$ cat config.mk
export PLATFORM = sky130hd
export DESIGN_NAME = keypad_scanner
export DESIGN_NICKNAME = d
export VERILOG_FILES = /design/src/rtl/keypad_scanner.sv
export SDC_FILE = /design/constraint.sdc
export NUM_CORES = 1
export LEC_CHECK = 0
export ABC_AREA = 1
export BUFFER_PORTS_ARGS = -buffer_cell sky130_fd_sc_hd__buf_2
export CAP_MARGIN = 5
export CORE_MARGIN = 8
export CORE_UTILIZATION = 60
export CTS_CLUSTER_SIZE = 8
export DETAILED_ROUTE_END_ITERATION = 10
export PLACE_DENSITY = 0.82
export SKIP_LAST_GASP = 1
export SLEW_MARGIN = 20
export SYNTH_ARGS = -nofsm -noshare
export SYNTH_HDL_FRONTEND = slang
export SYNTH_SLANG_ARGS = --single-unit
$ cat constraint.sdc
create_clock -name clk -period 4 [get_ports clk]
set_clock_uncertainty 0.05 [all_clocks]
set_input_delay 0.8 -clock clk [delete_from_list [all_inputs] [get_ports clk]]
set_output_delay 0.8 -clock clk [all_outputs]
set_load 0.02 [all_outputs]
$ cat src/rtl/keypad_scanner.sv
// 4x4 keypad scanner: column drive, synchronized row sampling, per-scan key
// detection, press/release debounce and a PicoBlaze-readable key latch.
`timescale 1ns/1ps

module keypad_scanner #(
  parameter int SCAN_DIV       = 1000,
  parameter int DEBOUNCE_SCANS = 4
) (
  input  logic       clk,
  input  logic       pb_reset,
  input  logic [3:0] row,
  output logic [3:0] col,
  input  logic       key_ack,
  output logic [7:0] key_code,
  output logic       key_valid,
  output logic       key_overrun,
  output logic       key_down
);

  localparam int DIV_W = (SCAN_DIV > 1) ? $clog2(SCAN_DIV) : 1;
  localparam int CNT_W = (DEBOUNCE_SCANS > 0) ? $clog2(DEBOUNCE_SCANS + 1) : 1;
  localparam logic [DIV_W-1:0] DWELL_LAST = DIV_W'(SCAN_DIV - 1);
  localparam logic [CNT_W-1:0] CNT_MAX    = CNT_W'(DEBOUNCE_SCANS);
  localparam logic [CNT_W-1:0] CNT_ONE    = CNT_W'(1);

  typedef enum logic [1:0] {IDLE, PRESS_DEB, HELD, REL_DEB} state_t;

  function automatic logic [CNT_W-1:0] sat_inc(input logic [CNT_W-1:0] v);
    if (v >= CNT_MAX) return CNT_MAX;
    return v + CNT_ONE;
  endfunction

  // Index is {row, column}.
  function automatic logic [7:0] key_map(input logic [1:0] c, input logic [1:0] r);
    logic [7:0] k;
    k = 8'h00;
    case ({r, c})
      4'h0: k = 8'h01;
      4'h1: k = 8'h02;
      4'h2: k = 8'h03;
      4'h3: k = 8'h0A;
      4'h4: k = 8'h04;
      4'h5: k = 8'h05;
      4'h6: k = 8'h06;
      4'h7: k = 8'h0B;
      4'h8: k = 8'h07;
      4'h9: k = 8'h08;
      4'hA: k = 8'h09;
      4'hB: k = 8'h0C;
      4'hC: k = 8'h00;
      4'hD: k = 8'h0F;
      4'hE: k = 8'h0E;
      4'hF: k = 8'h0D;
    endcase
    return k;
  endfunction

  logic [3:0]       row_p0, row_p1;
  logic [DIV_W-1:0] dwell_cnt;
  logic [1:0]       col_idx;
  logic             dwell_last, scan_done;
  logic             col_hit;
  logic [1:0]       hit_row;
  logic [7:0]       sample_code;
  logic             acc_hit;
  logic [7:0]       acc_code;
  logic             scan_hit;
  logic [7:0]       scan_code;
  state_t           state_q, state_n;
  logic [7:0]       cand_q, cand_n;
  logic [CNT_W-1:0] cnt_q, cnt_n, cnt_inc;
  logic             publish;

  // Stage p0/p1: row synchronizer (idle-high = no key)
  always_ff @(posedge clk or posedge pb_reset) begin
    if (pb_reset) begin
      row_p0 <= 4'hF;
      row_p1 <= 4'hF;
    end else begin
      row_p0 <= row;
      row_p1 <= row_p0;
    end
  end

  assign dwell_last = (dwell_cnt >= DWELL_LAST);
  assign scan_done  = dwell_last && (col_idx == 2'd3);

  always_ff @(posedge clk or posedge pb_reset) begin
    if (pb_reset) begin
      dwell_cnt <= '0;
      col_idx   <= 2'd0;
    end else if (dwell_last) begin
      dwell_cnt <= '0;
      col_idx   <= col_idx + 2'd1;
    end else begin
      dwell_cnt <= dwell_cnt + DIV_W'(1);
    end
  end

  always_comb begin
    col          = 4'hF;
    col[col_idx] = 1'b0;
  end

  always_comb begin
    col_hit = ~&row_p1;
    if (!row_p1[0])      hit_row = 2'd0;
    else if (!row_p1[1]) hit_row = 2'd1;
    else if (!row_p1[2]) hit_row = 2'd2;
    else                 hit_row = 2'd3;
    sample_code = key_map(col_idx, hit_row);
  end

  // Columns are visited in ascending order, so the first hit latched wins.
  assign scan_hit  = acc_hit | (dwell_last & col_hit);
  assign scan_code = acc_hit ? acc_code : sample_code;

  always_ff @(posedge clk or posedge pb_reset) begin
    if (pb_reset) begin
      acc_hit  <= 1'b0;
      acc_code <= 8'h00;
    end else if (scan_done) begin
      acc_hit  <= 1'b0;
      acc_code <= 8'h00;
    end else if (dwell_last && col_hit && !acc_hit) begin
      acc_hit  <= 1'b1;
      acc_code <= sample_code;
    end
  end

  always_ff @(posedge clk or posedge pb_reset) begin
    if (pb_reset) begin
      state_q <= IDLE;
      cand_q  <= 8'h00;
      cnt_q   <= '0;
    end else begin
      state_q <= state_n;
      cand_q  <= cand_n;
      cnt_q   <= cnt_n;
    end
  end

  always_comb begin
    state_n = state_q;
    cand_n  = cand_q;
    cnt_n   = cnt_q;
    publish = 1'b0;
    cnt_inc = sat_inc(cnt_q);
    if (scan_done) begin
      case (state_q)
        IDLE: begin
          if (scan_hit) begin
            state_n = PRESS_DEB;
            cand_n  = scan_code;
            cnt_n   = CNT_ONE;
          end
        end
        PRESS_DEB: begin
          if (!scan_hit) begin
            state_n = IDLE;
            cnt_n   = '0;
          end else if (scan_code == cand_q) begin
            cnt_n = cnt_inc;
            if (cnt_inc >= CNT_MAX) begin
              publish = 1'b1;
              state_n = HELD;
              cnt_n   = '0;
            end
          end else begin
            cand_n = scan_code;
            cnt_n  = CNT_ONE;
          end
        end
        HELD: begin
          if (!scan_hit) begin
            state_n = REL_DEB;
            cnt_n   = CNT_ONE;
          end
        end
        REL_DEB: begin
          if (scan_hit) begin
            state_n = HELD;
            cnt_n   = '0;
          end else begin
            cnt_n = cnt_inc;
            if (cnt_inc >= CNT_MAX) begin
              state_n = IDLE;
              cnt_n   = '0;
            end
          end
        end
        default: state_n = IDLE;
      endcase
    end
  end

  // A read acknowledge coinciding with a publish is absorbed by the new code.
  always_ff @(posedge clk or posedge pb_reset) begin
    if (pb_reset) begin
      key_code    <= 8'h00;
      key_valid   <= 1'b0;
      key_overrun <= 1'b0;
    end else if (publish) begin
      key_code  <= cand_q;
      key_valid <= 1'b1;
      if (key_valid && !key_ack) key_overrun <= 1'b1;
    end else if (key_ack && key_valid) begin
      key_valid   <= 1'b0;
      key_overrun <= 1'b0;
    end
  end

  assign key_down = (state_q == HELD) || (state_q == REL_DEB);

endmodule

==> results of run 1 <==
-- final timing paths --
kind,to,slack (ns),depth (start not counted)
max in group asynchronous,row_p0[3],3.04,3
hold reg to reg,row_p1[0],0.31,0
min in group asynchronous,cand_q[2],0.47,3
hold / removal,row_p1[0],0.31,0
setup reg to reg,key_code[3],1.84,15
setup / recovery,col[0],1.72,4
-- report_power, final --
| part | internal [mW] | switching, mW | leakage (nW) |
|---|---|---|---|
| Sequential | 0.412 | 0.00332 | 0.517 |
| Combinational | 0.00915 | 0.0245 | 0.723 |
| Clock | 0.166 | 0.130 | 0.0515 |
| Total | 0.587 | 0.157 | 1.29 |
-- metrics by stage --
step,power [mW],hold slack (ns)
after floorplan,0.4508,0.2952
after global placement,0.4560,0.2955
after detailed placement,0.4567,0.2968
after CTS,0.7558,0.3134
after global routing,0.7759,0.3159
final,0.7442,0.3119
-- cells in the mapped netlist (all sizes together), types with 2 or more instances --
cell	n
nor2	23
ha	9
nand2	73
a21oi	13
inv	39
buf	5
o21ai	11
nand3	39
dfstp	8
nor3	3
dfrtp	32
clkbuf	2
-- placed cells by master (no fill, tap or decap), types with 4 or more instances in the layout --
master	netlist	final
sky130_fd_sc_hd__nand2_1	64	64
sky130_fd_sc_hd__nand3_1	35	35
sky130_fd_sc_hd__inv_1	34	34
sky130_fd_sc_hd__dfrtp_1	32	32
sky130_fd_sc_hd__nor2_1	20	20
sky130_fd_sc_hd__buf_2	0	17
sky130_fd_sc_hd__a21oi_1	12	12
sky130_fd_sc_hd__ha_1	9	9
sky130_fd_sc_hd__dfstp_2	8	8
sky130_fd_sc_hd__nand2_2	7	7
sky130_fd_sc_hd__o21ai_0	7	7
sky130_fd_sc_hd__inv_2	5	5
sky130_fd_sc_hd__clkbuf_4	0	5
sky130_fd_sc_hd__conb_1	1	4
-- flip-flops by register name, summed over array words and instances, names as in the netlist, named ones only --
register,flops
key_valid,1
cand_q,4
cnt_q,3
row_p0,4
acc_hit,1
dwell_cnt,10
key_code,4
row_p1,4
acc_code,4
key_overrun,1
state_q,1
col_idx,2
-- cell families after synthesis --
kind of cell | synth area share, %
simple gates | 32.04
buf+inv | 9.254
compound gates | 6.189
other cells | 0.1733
xor+xnor | 0.4049
flops | 46.73
fa+ha+maj | 5.205
-- area by class of cell --
| cell class | instances | area share (%) |
|---|---|---|
| inverters | 40 | 6.526 |
| clock inverters | 1 | 1.263 |
| flip-flops and latches | 40 | 42.53 |
| clock buffers | 7 | 2.737 |
| well taps | 48 | 2.526 |
| repair buffers | 18 | 3.895 |
| multi-input cells | 182 | 40.53 |
-- layer usage --
layer	wire [um]	vias to the layer above	GRT usage, %
li1	-	875	-
met3	194	8	4.953
met1	1607	754	14.68
met2	1785	32	22.62
met5	0	-	0
met4	73	0	6.471
==> impl_summary.md, run 1 <==
Outcome
The run finished with clean final reports.

Setup path
The maximum cell stage delay along the critical path is 0.49 ns. The cell family contributing the most delay on the critical path is flip-flops. For this design, the slowest cell found on the critical path is sky130_fd_sc_hd__dfrtp_1.

The data arrival time of the worst path is 1.43 ns. The dominant cell type by count on the critical path is sky130_fd_sc_hd__inv_1. Data on the critical path is required at its endpoint by 3.15 ns. The startpoint identified for the worst register-to-register timing path is col_idx[0]. The kind of launch point of the worst setup path is a flip-flop. Traced cell by cell, the critical path runs through inv_1 > ha_1 > inv_1 > buf_2.

The critical path starts at col_idx[0]. The maximum fanout along the worst path is 7. The critical path is of the reg2out type.

The capturing element type of the critical path is an output port. Counting both buffers and inverters, the worst setup path holds a total of 3.

Clock network
The root buffer selected by CTS is sky130_fd_sc_hd__clkbuf_4. For this design, the CTS-stage hold fixing added 0 buffers. The maximum level of the CTS H-tree is 2.

After clock tree synthesis, the setup repair step added 0 buffers. Clock latency on the worst-skew pair, taken at its later pin, is 0.35 ns. TritonCTS built the clock tree. The TritonCTS buffer count is 5.

In this run the deepest clock path goes through 2 buffers. After clock tree synthesis, the repair step resized 0 gates. Counting every sink on the clock net gives 40. The CTS clock-pin slew for the worst setup and hold paths is 0.10 ns.

Timing
The portion of the clock cycle consumed by the worst path in the final layout is 56.90%. Adding up every negative setup slack in the final design gives 0 ns. The worst path in the final design needs a cycle of 2.276 ns, including I/O delays and setup. The achievable frequency is 439.3 MHz.

The max-slew violation count is 0. Setup violations remaining at the end of the flow were counted as 0. Setup repair after global routing left no endpoint under its margin. The number of hold-slack violations in the final timing report is 0. The worst-case setup margin in the final layout is 1.724 ns.

Placed design
During placement, the flow inserted port buffers numbering 17. In this run, placement finished with an instance count of 328. Once detailed placement completed, the half-perimeter wirelength came to 2.800 mm. The final weighted congestion in routability-driven placement is approximately 0.86. Once placement finished, the instance area stood at about 0.0023 sq mm. The post-placement setup slack is 1.853 ns.

Worst hold path
The tightest min-delay check is of the reg2reg type. The worst hold path begins at row_p0[0].

Routing
The final wirelength is 3.661 mm. For this block, the initial DRC count from the detailed router was 58. The pre-antenna-repair detailed-routing pass consisted of 4 iterations. In the routed layout, each cell is associated on average with a via count of 4.967. The number of vias after detailed routing is 1669. The remaining design rule violation count is 0.

The routed length per instance is 10.90 um. In this run the remaining antenna-violating nets after routing total 0.

Cells and area
The number of antenna diodes is 0. Leaving out filler cells and counting taps, the final layout contains about 340. Measured on the finished design, the core utilization comes to 66.95%.

The multi-input combinational cells in the finished layout cover a total of 963.4 sq um. The sequential cell area is 0.001011 sq mm. After routing the design area is between 0.002 and 0.0025 sq mm. Cells with a size suffix above 1 make up approximately a fifth of the layout. Counting the fill cells in the layout gives 309. The area growth from synthesis to layout is 9.890%. The total number of nets in the final design is 303.

Synthesis
The fraction of the yosys area taken by sequential cells is a little under half. The most used flip-flop cell after synthesis is sky130_fd_sc_hd__dfrtp_1. The proportion of synthesized flip-flops having asynchronous set or reset is 100.0%.

The synthesized area is 0.002163 sq mm. The synthesized netlist contains 30 unique library cells. The cell type with the highest aggregate area in the netlist is sky130_fd_sc_hd__dfrtp_1. Counting flops with a built-in enable in the synthesized netlist gives 0. Averaged over all synthesized cells, the footprint is roughly 8.1 sq um. The number of warnings issued by yosys is 0.

Ranked by total cell area, the synthesized netlist is headed by sky130_fd_sc_hd__dfrtp_1 37%, sky130_fd_sc_hd__nand2_1 11%, sky130_fd_sc_hd__dfstp_2 9.7%. Synthesis produced a netlist whose cell count is 266. In this run, synthesis produced a sequential element count of 40.

In this run the biggest area consumer among cell types represents 37.02% of the synthesized area.

Die
For this design the top-level I/O count stands at 22. After floorplanning, the core was sized to cover 0.003551 sq mm. The number of placement rows is 22. The floorplan step defined a die boundary enclosing 0.005783 sq mm.

The overall die width is 76.05 um. The die is 76.05 um tall. Once the floorplan was initialized, standard cells occupied 60.92% of the core.

Global route
The number of antenna violations at the first check in global routing is 0. The number of global-route vias before repair was 1530. The maximum number of pins on one net before global-route repair is 41. The wire length of the first global-routing pass is 6.472 mm. Global routing finished with a remaining overflow of 0. The total routing resource utilization after global routing is 13.49%.

Power and ir drop
In this run the power density over the cells is 313.0 mW/mm^2. The worst supply voltage drop on vdd is 0.0002504 V. The static leakage power is 1.291 nW.

Job
The max-capacitance violation count is 0.
(Power assumes the default switching activity.)
==> inputs of run 2 (changes only) <==
- CORE_UTILIZATION: 60 -> 58
- PLACE_DENSITY: 0.82 -> 0.8
- clock period: 4 -> 2.2 ns (I/O delays scaled with it)
==> impl_summary.md, run 2 (same netlist as run 1, synthesis figures left out) <==
Clock network
The root buffer selected by CTS is sky130_fd_sc_hd__clkbuf_8. The CTS tree is yes. The maximum buffer depth of the clock tree is 2 (unchanged).

The CTS clock-pin slew for the worst setup and hold paths is 0.07 ns (-0.03 ns). The TritonCTS buffer count is 5 (unchanged). The number of sinks handled by clock tree synthesis is 40 (unchanged). The clock insertion delay at the later pin of the skew report came to 0.29 ns (-0.06 ns).

The maximum level of the CTS H-tree is 2 (unchanged).

Setup path
The maximum fanout along the worst path came to 6 (-1). The data arrival time of the worst path was 2.13 ns (+0.70 ns). The worst setup path is of the reg2reg kind.

The endpoint required time on the critical path is 2.34 ns (-0.81 ns). STA classifies the critical path endpoint as a flip-flop. STA classifies the critical path startpoint as a flip-flop.

Die
The number of placement rows is 22 (unchanged). The overall die width is 77.07 um (+1.3%). The initial core utilization is 59.54% (-1.4 points). The overall die height is 77.07 um (+1.3%). The I/O pin count is 22 (unchanged). The area of the placeable core is 0.003633 sq mm (+2.3%). The die footprint is 0.005940 sq mm (+2.7%).

Routing
The via-per-instance ratio is 4.962 (-0.10%). The routed length per instance was 11.39 um (+4.5%). The remaining design rule violation count came to 0 (unchanged). The number of vias after detailed routing is 1702 (+2.0%).

The final wirelength is 3.906 mm (+6.7%). The remaining number of nets flagged by the antenna check after routing came to 0 (unchanged). The number of iterations in the first detailed-routing pass was 4 (unchanged). The number of DRC markers after the initial detailed-route iteration is 95 (+64%).

Global route
The number of global-route vias before repair came to 1638 (+7.1%). The maximum number of pins on one net before global-route repair is 41 (unchanged). The wire length of the first global-routing pass was 6.941 mm (+7.2%).

The total routing resource utilization after global routing came to 13.90% (+0.41 points). The number of antenna violations at the first check in global routing was 0 (unchanged). The total congestion overflow after global routing is 0 (unchanged).

Cells and area
Ranked by flip-flop count, first place goes to dwell_cnt. The library cells used most frequently in the layout, excluding fill and tap cells, are 64 x sky130_fd_sc_hd__nand2_1, 35 x sky130_fd_sc_hd__nand3_1, 33 x sky130_fd_sc_hd__inv_1, 31 x sky130_fd_sc_hd__dfrtp_1, 20 x sky130_fd_sc_hd__nor2_1. Leaving out fill and tap cells, the most frequent cell in the layout is sky130_fd_sc_hd__nand2_1. The number of antenna diodes came to 0 (unchanged).

The number of flip-flops in the largest register is 10 (unchanged). The number of fill cells came to 301 (-2.6%). The fraction of layout instances using a drive strength above 1 was 22.71% (+2.2 points).

The total number of nets in the final design is 310 (+2.3%). The synthesis-to-finish area growth is 12.32%.

Timing
Setup repair after global routing left no endpoint under its margin. The number of hold-slack violations in the final timing report is 0 (unchanged). The portion of the clock cycle consumed by the worst path in the final layout is between 90% and 100%.

The total negative setup slack is 0 ns (unchanged). The worst-case setup margin in the final layout is 0.2044 ns (-1.520 ns). Static timing analysis puts the maximum clock frequency at 501.1 MHz. The max-slew violation count came to 0 (unchanged). The count of endpoints failing setup in the final report is 0 (unchanged).

The time the final worst path needs with I/O delays and setup is ~2.0 ns.

Placed design
The final weighted congestion in routability-driven placement is 0.8083 (-5.7%). The count of input and output buffers is 17 (unchanged). The post-placement setup slack is 0.06391 ns (-1.789 ns). The final HPWL from detailed placement is 2.948 mm (+5.3%).

Power and ir drop
The worst supply voltage drop on vdd is 0.0004771 V (+91%). The static leakage power is 1.320 nW (+2.2%). The cell area power density is 525.5 mW/mm^2 (+68%).

Worst hold path
The path class of the tightest hold or removal check is in2reg.

Outcome
The flow ran to the end, and the final reports show no timing, DRC or antenna violations.

Job
The max-capacitance violation count was 0 (unchanged).
run 2: layer usage:
metal,wire (um),share of wire (%),vias up,GRT usage [%]
met1,1714,44,774,15.58
met2,1960,50,39,24.38
met4,57,1.5,0,5.660
li1,-,-,884,-
met3,175,4.5,5,3.613
met5,0,0,-,0
run 2: report_power, final:
group,switching [mW],internal (mW)
Sequential,0.00637,0.749
Clock,0.236,0.222
Combinational,0.0453,0.0178
Total,0.288,0.989
run 2: layout make-up:
| class | count | area [sq um] | area share [%] |
|---|---|---|---|
| Sequential cell | 40 | 1012 | 41.66 |
| Multi-Input combinational cell | 182 | 975.9 | 40.16 |
| Inverter | 40 | 155.1 | 6.385 |
| Timing Repair Buffer | 25 | 145.1 | 5.973 |
| Clock buffer | 7 | 76.32 | 3.141 |
| Tap cell | 48 | 60.06 | 2.472 |
| Clock inverter | 1 | 5.005 | 0.2060 |
run 2: repair_timing:
item	in CTS	in global routing
hold buffers	0	0
setup endpoints to repair	0	14
resized for setup	0	3
buffers inserted	0	6
run 2: worst paths after layout:
path	start	endpoint	slack (ns)	cells after the start
worst max register to register	col_idx[0]	key_code[3]	0.20	12
max in group asynchronous	pb_reset	col_idx[0]	1.52	3
worst max-delay path	col_idx[0]	key_code[3]	0.20	12
worst min-delay path	row[3]	row_p0[3]	0.20	1
worst min register to register	row_p0[0]	row_p1[0]	0.31	0
min in group asynchronous	pb_reset	key_code[0]	0.21	3
run 2: through the flow:
stage / total power [mW] / hold slack [ns] / util (%) / area [sq um] / cells
2_1_floorplan: 0.8197 / 0.2952 / - / 2175 / 269
3_3_place_gp: 0.8289 / 0.2957 / 63.02 / 2290 / 329
3_5_place_dp: 0.8306 / 0.2968 / 63.02 / 2290 / 329
4_1_cts: 1.292 / 0.1928 / 65.25 / 2371 / 337
5_1_grt: 1.334 / 0.1777 / 66.87 / 2430 / 343
6_report: 1.277 / 0.2021 / 66.87 / 2430 / 343
run 2: worst max-delay path: stages (launching register included):
cell and delay [ns]:
sky130_fd_sc_hd__dfrtp_2 0.44, sky130_fd_sc_hd__buf_4 0.15, sky130_fd_sc_hd__ha_1 0.18, sky130_fd_sc_hd__o21ai_1 0.24, sky130_fd_sc_hd__nand3_2 0.12, sky130_fd_sc_hd__nand3_1 0.09
sky130_fd_sc_hd__nand2_1 0.09, sky130_fd_sc_hd__nor2_4 0.16, sky130_fd_sc_hd__nand3_4 0.12, sky130_fd_sc_hd__clkinv_4 0.08, sky130_fd_sc_hd__nand2_4 0.07, sky130_fd_sc_hd__nand2_1 0.07
sky130_fd_sc_hd__nand2_1 0.05
==> inputs of run 3 (changes only) <==
- CORE_UTILIZATION: 58 -> 45
- PLACE_DENSITY: 0.8 -> 0.65
- SETUP_SLACK_MARGIN: unset -> 0.5
==> impl_summary.md, run 3 (same netlist as run 1, synthesis figures left out) <==
Clock network
The maximum buffer depth of the clock tree was 2 (unchanged). The CTS clock-pin slew for the worst setup and hold paths is 0.08 ns (about the same). CTS placed an instance of sky130_fd_sc_hd__clkbuf_8 at the clock tree root.

TritonCTS built the clock tree. The maximum level of the CTS H-tree is 2 (unchanged). The clock insertion delay at the later pin of the skew report is 0.29 ns (about the same).

The TritonCTS buffer count is 5 (unchanged). The number of sinks handled by clock tree synthesis is 40 (unchanged).

Routing
The number of vias after detailed routing is 1784 (+4.8%). The remaining design rule violation count is 0 (unchanged). The final wirelength was 4.453 mm (+14%). The remaining number of nets flagged by the antenna check after routing is 0 (unchanged).

The routed length per instance is 12.27 um (+7.7%). The via-per-instance ratio was 4.915 (-0.96%). The number of DRC markers after the initial detailed-route iteration is 90 (-5.3%). The number of iterations in the first detailed-routing pass is 5 (+1).

Setup path
Walking the worst path, the cells encountered are inv_2 > ha_4 > nor2_1 > nor2_1 > nand2_1 > nand3_2 > nand2_2 > nand2_2 > nand2_2 > nor2_4 > buf_4 > buf_4 > nand2_2 > nand2_1 > nand3_1 > nand2_1. The cell that appears most often on the critical path is sky130_fd_sc_hd__nand2_2. The maximum fanout along the worst path is 4 (-2). The kind of launch point of the worst setup path is a flip-flop. The endpoint required time on the critical path is 2.34 ns (about the same). STA classifies the critical path endpoint as a flip-flop. The library cell contributing the largest single delay on the critical path is sky130_fd_sc_hd__dfrtp_1. The data arrival time of the worst path is 2.10 ns (-0.03 ns). The kind of critical path is reg2reg. The maximum cell stage delay along the critical path is 0.43 ns (about the same). The total buffers and inverters traversed by the critical path is 3 (+1). The cell family contributing the most delay on the critical path is simple AND/OR/NAND/NOR gates.

Die
The overall die width is 85.34 um (+11%). The I/O pin count was 22 (unchanged). The die footprint is 0.007282 sq mm (+23%).

The overall die height is 85.34 um (+11%). The area of the placeable core was 0.004692 sq mm (+29%). The number of placement rows is 25 (+14%).

The initial core utilization is 46.11% (-13 points).

Cells and area
The total number of nets in the final design is 324 (+4.5%). The number of flip-flops in the largest register came to 10 (unchanged). The number of antenna diodes is 0 (unchanged).

The library cells used most frequently in the layout, excluding fill and tap cells, are 58 x sky130_fd_sc_hd__nand2_1, 31 x sky130_fd_sc_hd__nand3_1, 31 x sky130_fd_sc_hd__dfrtp_1, 30 x sky130_fd_sc_hd__inv_1, 22 x sky130_fd_sc_hd__buf_4. The fraction of layout instances using a drive strength above 1 is 31.72% (+9.0 points). The library cell used most frequently in the layout, excluding fill and tap cells, is sky130_fd_sc_hd__nand2_1. The most flop-heavy register is dwell_cnt.

The synthesis-to-finish area growth is 23.60%.

Global route
The total congestion overflow after global routing came to 0 (unchanged). The maximum number of pins on one net before global-route repair is 41 (unchanged). The number of global-route vias before repair is 1727 (+5.4%). The wire length of the first global-routing pass is 7.624 mm (+9.8%). The number of antenna violations at the first check in global routing is 0 (unchanged). The total routing resource utilization after global routing is 12.95% (-0.95 points).

Timing
The count of endpoints failing setup in the final report was 0 (unchanged). For the pin with the worst max-slew slack, the measured transition is 0.5010 ns. The max-slew violation count was 0 (unchanged).

The time the final worst path needs with I/O delays and setup is 1.966 ns (-0.02939 ns). The portion of the clock cycle consumed by the worst path in the final layout is 89.38% (-1.3 points). The worst slew margin relative to its limit is 66.60%. Setup repair after global routing could not meet its margin everywhere. The number of hold-slack violations in the final timing report was 0 (unchanged).

The total negative setup slack is 0 ns (unchanged). The achievable frequency is 508.6 MHz (+1.5%).

Power and ir drop
The static leakage power came to 1.426 nW (+8.0%). The cell area power density is 556.2 mW/mm^2 (+5.8%). The overall power is 1.487 mW (+16%). The worst supply voltage drop on vdd is 0.0003275 V (-31%).

Placed design
The final HPWL from detailed placement is 3.029 mm (+2.7%). The count of input and output buffers is 17 (unchanged). The final weighted congestion in routability-driven placement is 0.8030 (-0.66%).

Job
The max-capacitance violation count is 0 (unchanged).

Outcome
The run finished with clean final reports.

Worst hold path
In this run the worst hold path is classified as in2reg.
[run 3: layout make-up]
cell class	count	area (sq um)
clock inverter	1	30.03
timing repair buffer	39	269.0
inverter	40	157.7
clock buffer	7	96.34
sequential	40	1012
fill	420	2018
tap	54	67.56
multi-input combinational	182	1041
[run 3: report_power, final]
| group | internal, mW | switching (mW) |
|---|---|---|
| Combinational | 0.0268 | 0.0506 |
| Clock | 0.400 | 0.254 |
| Sequential | 0.748 | 0.00680 |
[run 3: worst paths after layout]
path,to,slack (ns),from,cells after the start
hold reg to reg,row_p1[2],0.31,row_p0[2],0
min in group asynchronous,cand_q[2],0.20,pb_reset,3
hold / removal,row_p0[1],0.19,row[1],1
setup / recovery,cnt_q[1],0.23,col_idx[1],16
setup reg to reg,cnt_q[1],0.23,col_idx[1],16
max in group asynchronous,col_idx[0],1.51,pb_reset,3
[run 3: stage by stage]
step	setup WS [ns]	area (sq um)	cells	hold slack [ns]	util, %
finish	0.2337	2674	363	0.1944	56.99
global route	0.09645	2674	363	0.1812	56.99
CTS	0.2846	2584	356	0.1833	55.07
detailed placement	0.2098	2316	335	0.3005	49.36
global placement	0.2631	2316	335	0.2957	49.36
floorplan	0.3889	2193	269	0.2952	-
[run 3: metal layers]
| metal | GRT usage, % | share of wire, % | vias up |
|---|---|---|---|
| li1 | - | - | 916 |
| met1 | 14.81 | 44 | 834 |
| met2 | 22.66 | 50 | 28 |
| met3 | 3.571 | 4.2 | 6 |
| met4 | 4.299 | 1.3 | 0 |
| met5 | 0 | 0 | - |
[run 3: what timing repair did]
action | CTS | global route
gates resized for setup | 13 | 9
hold buffers | 0 | 0
pin swaps | 9 | 3
cloned | 0 | 0
buffers inserted | 13 | 7
setup endpoints to repair | 22 | 23
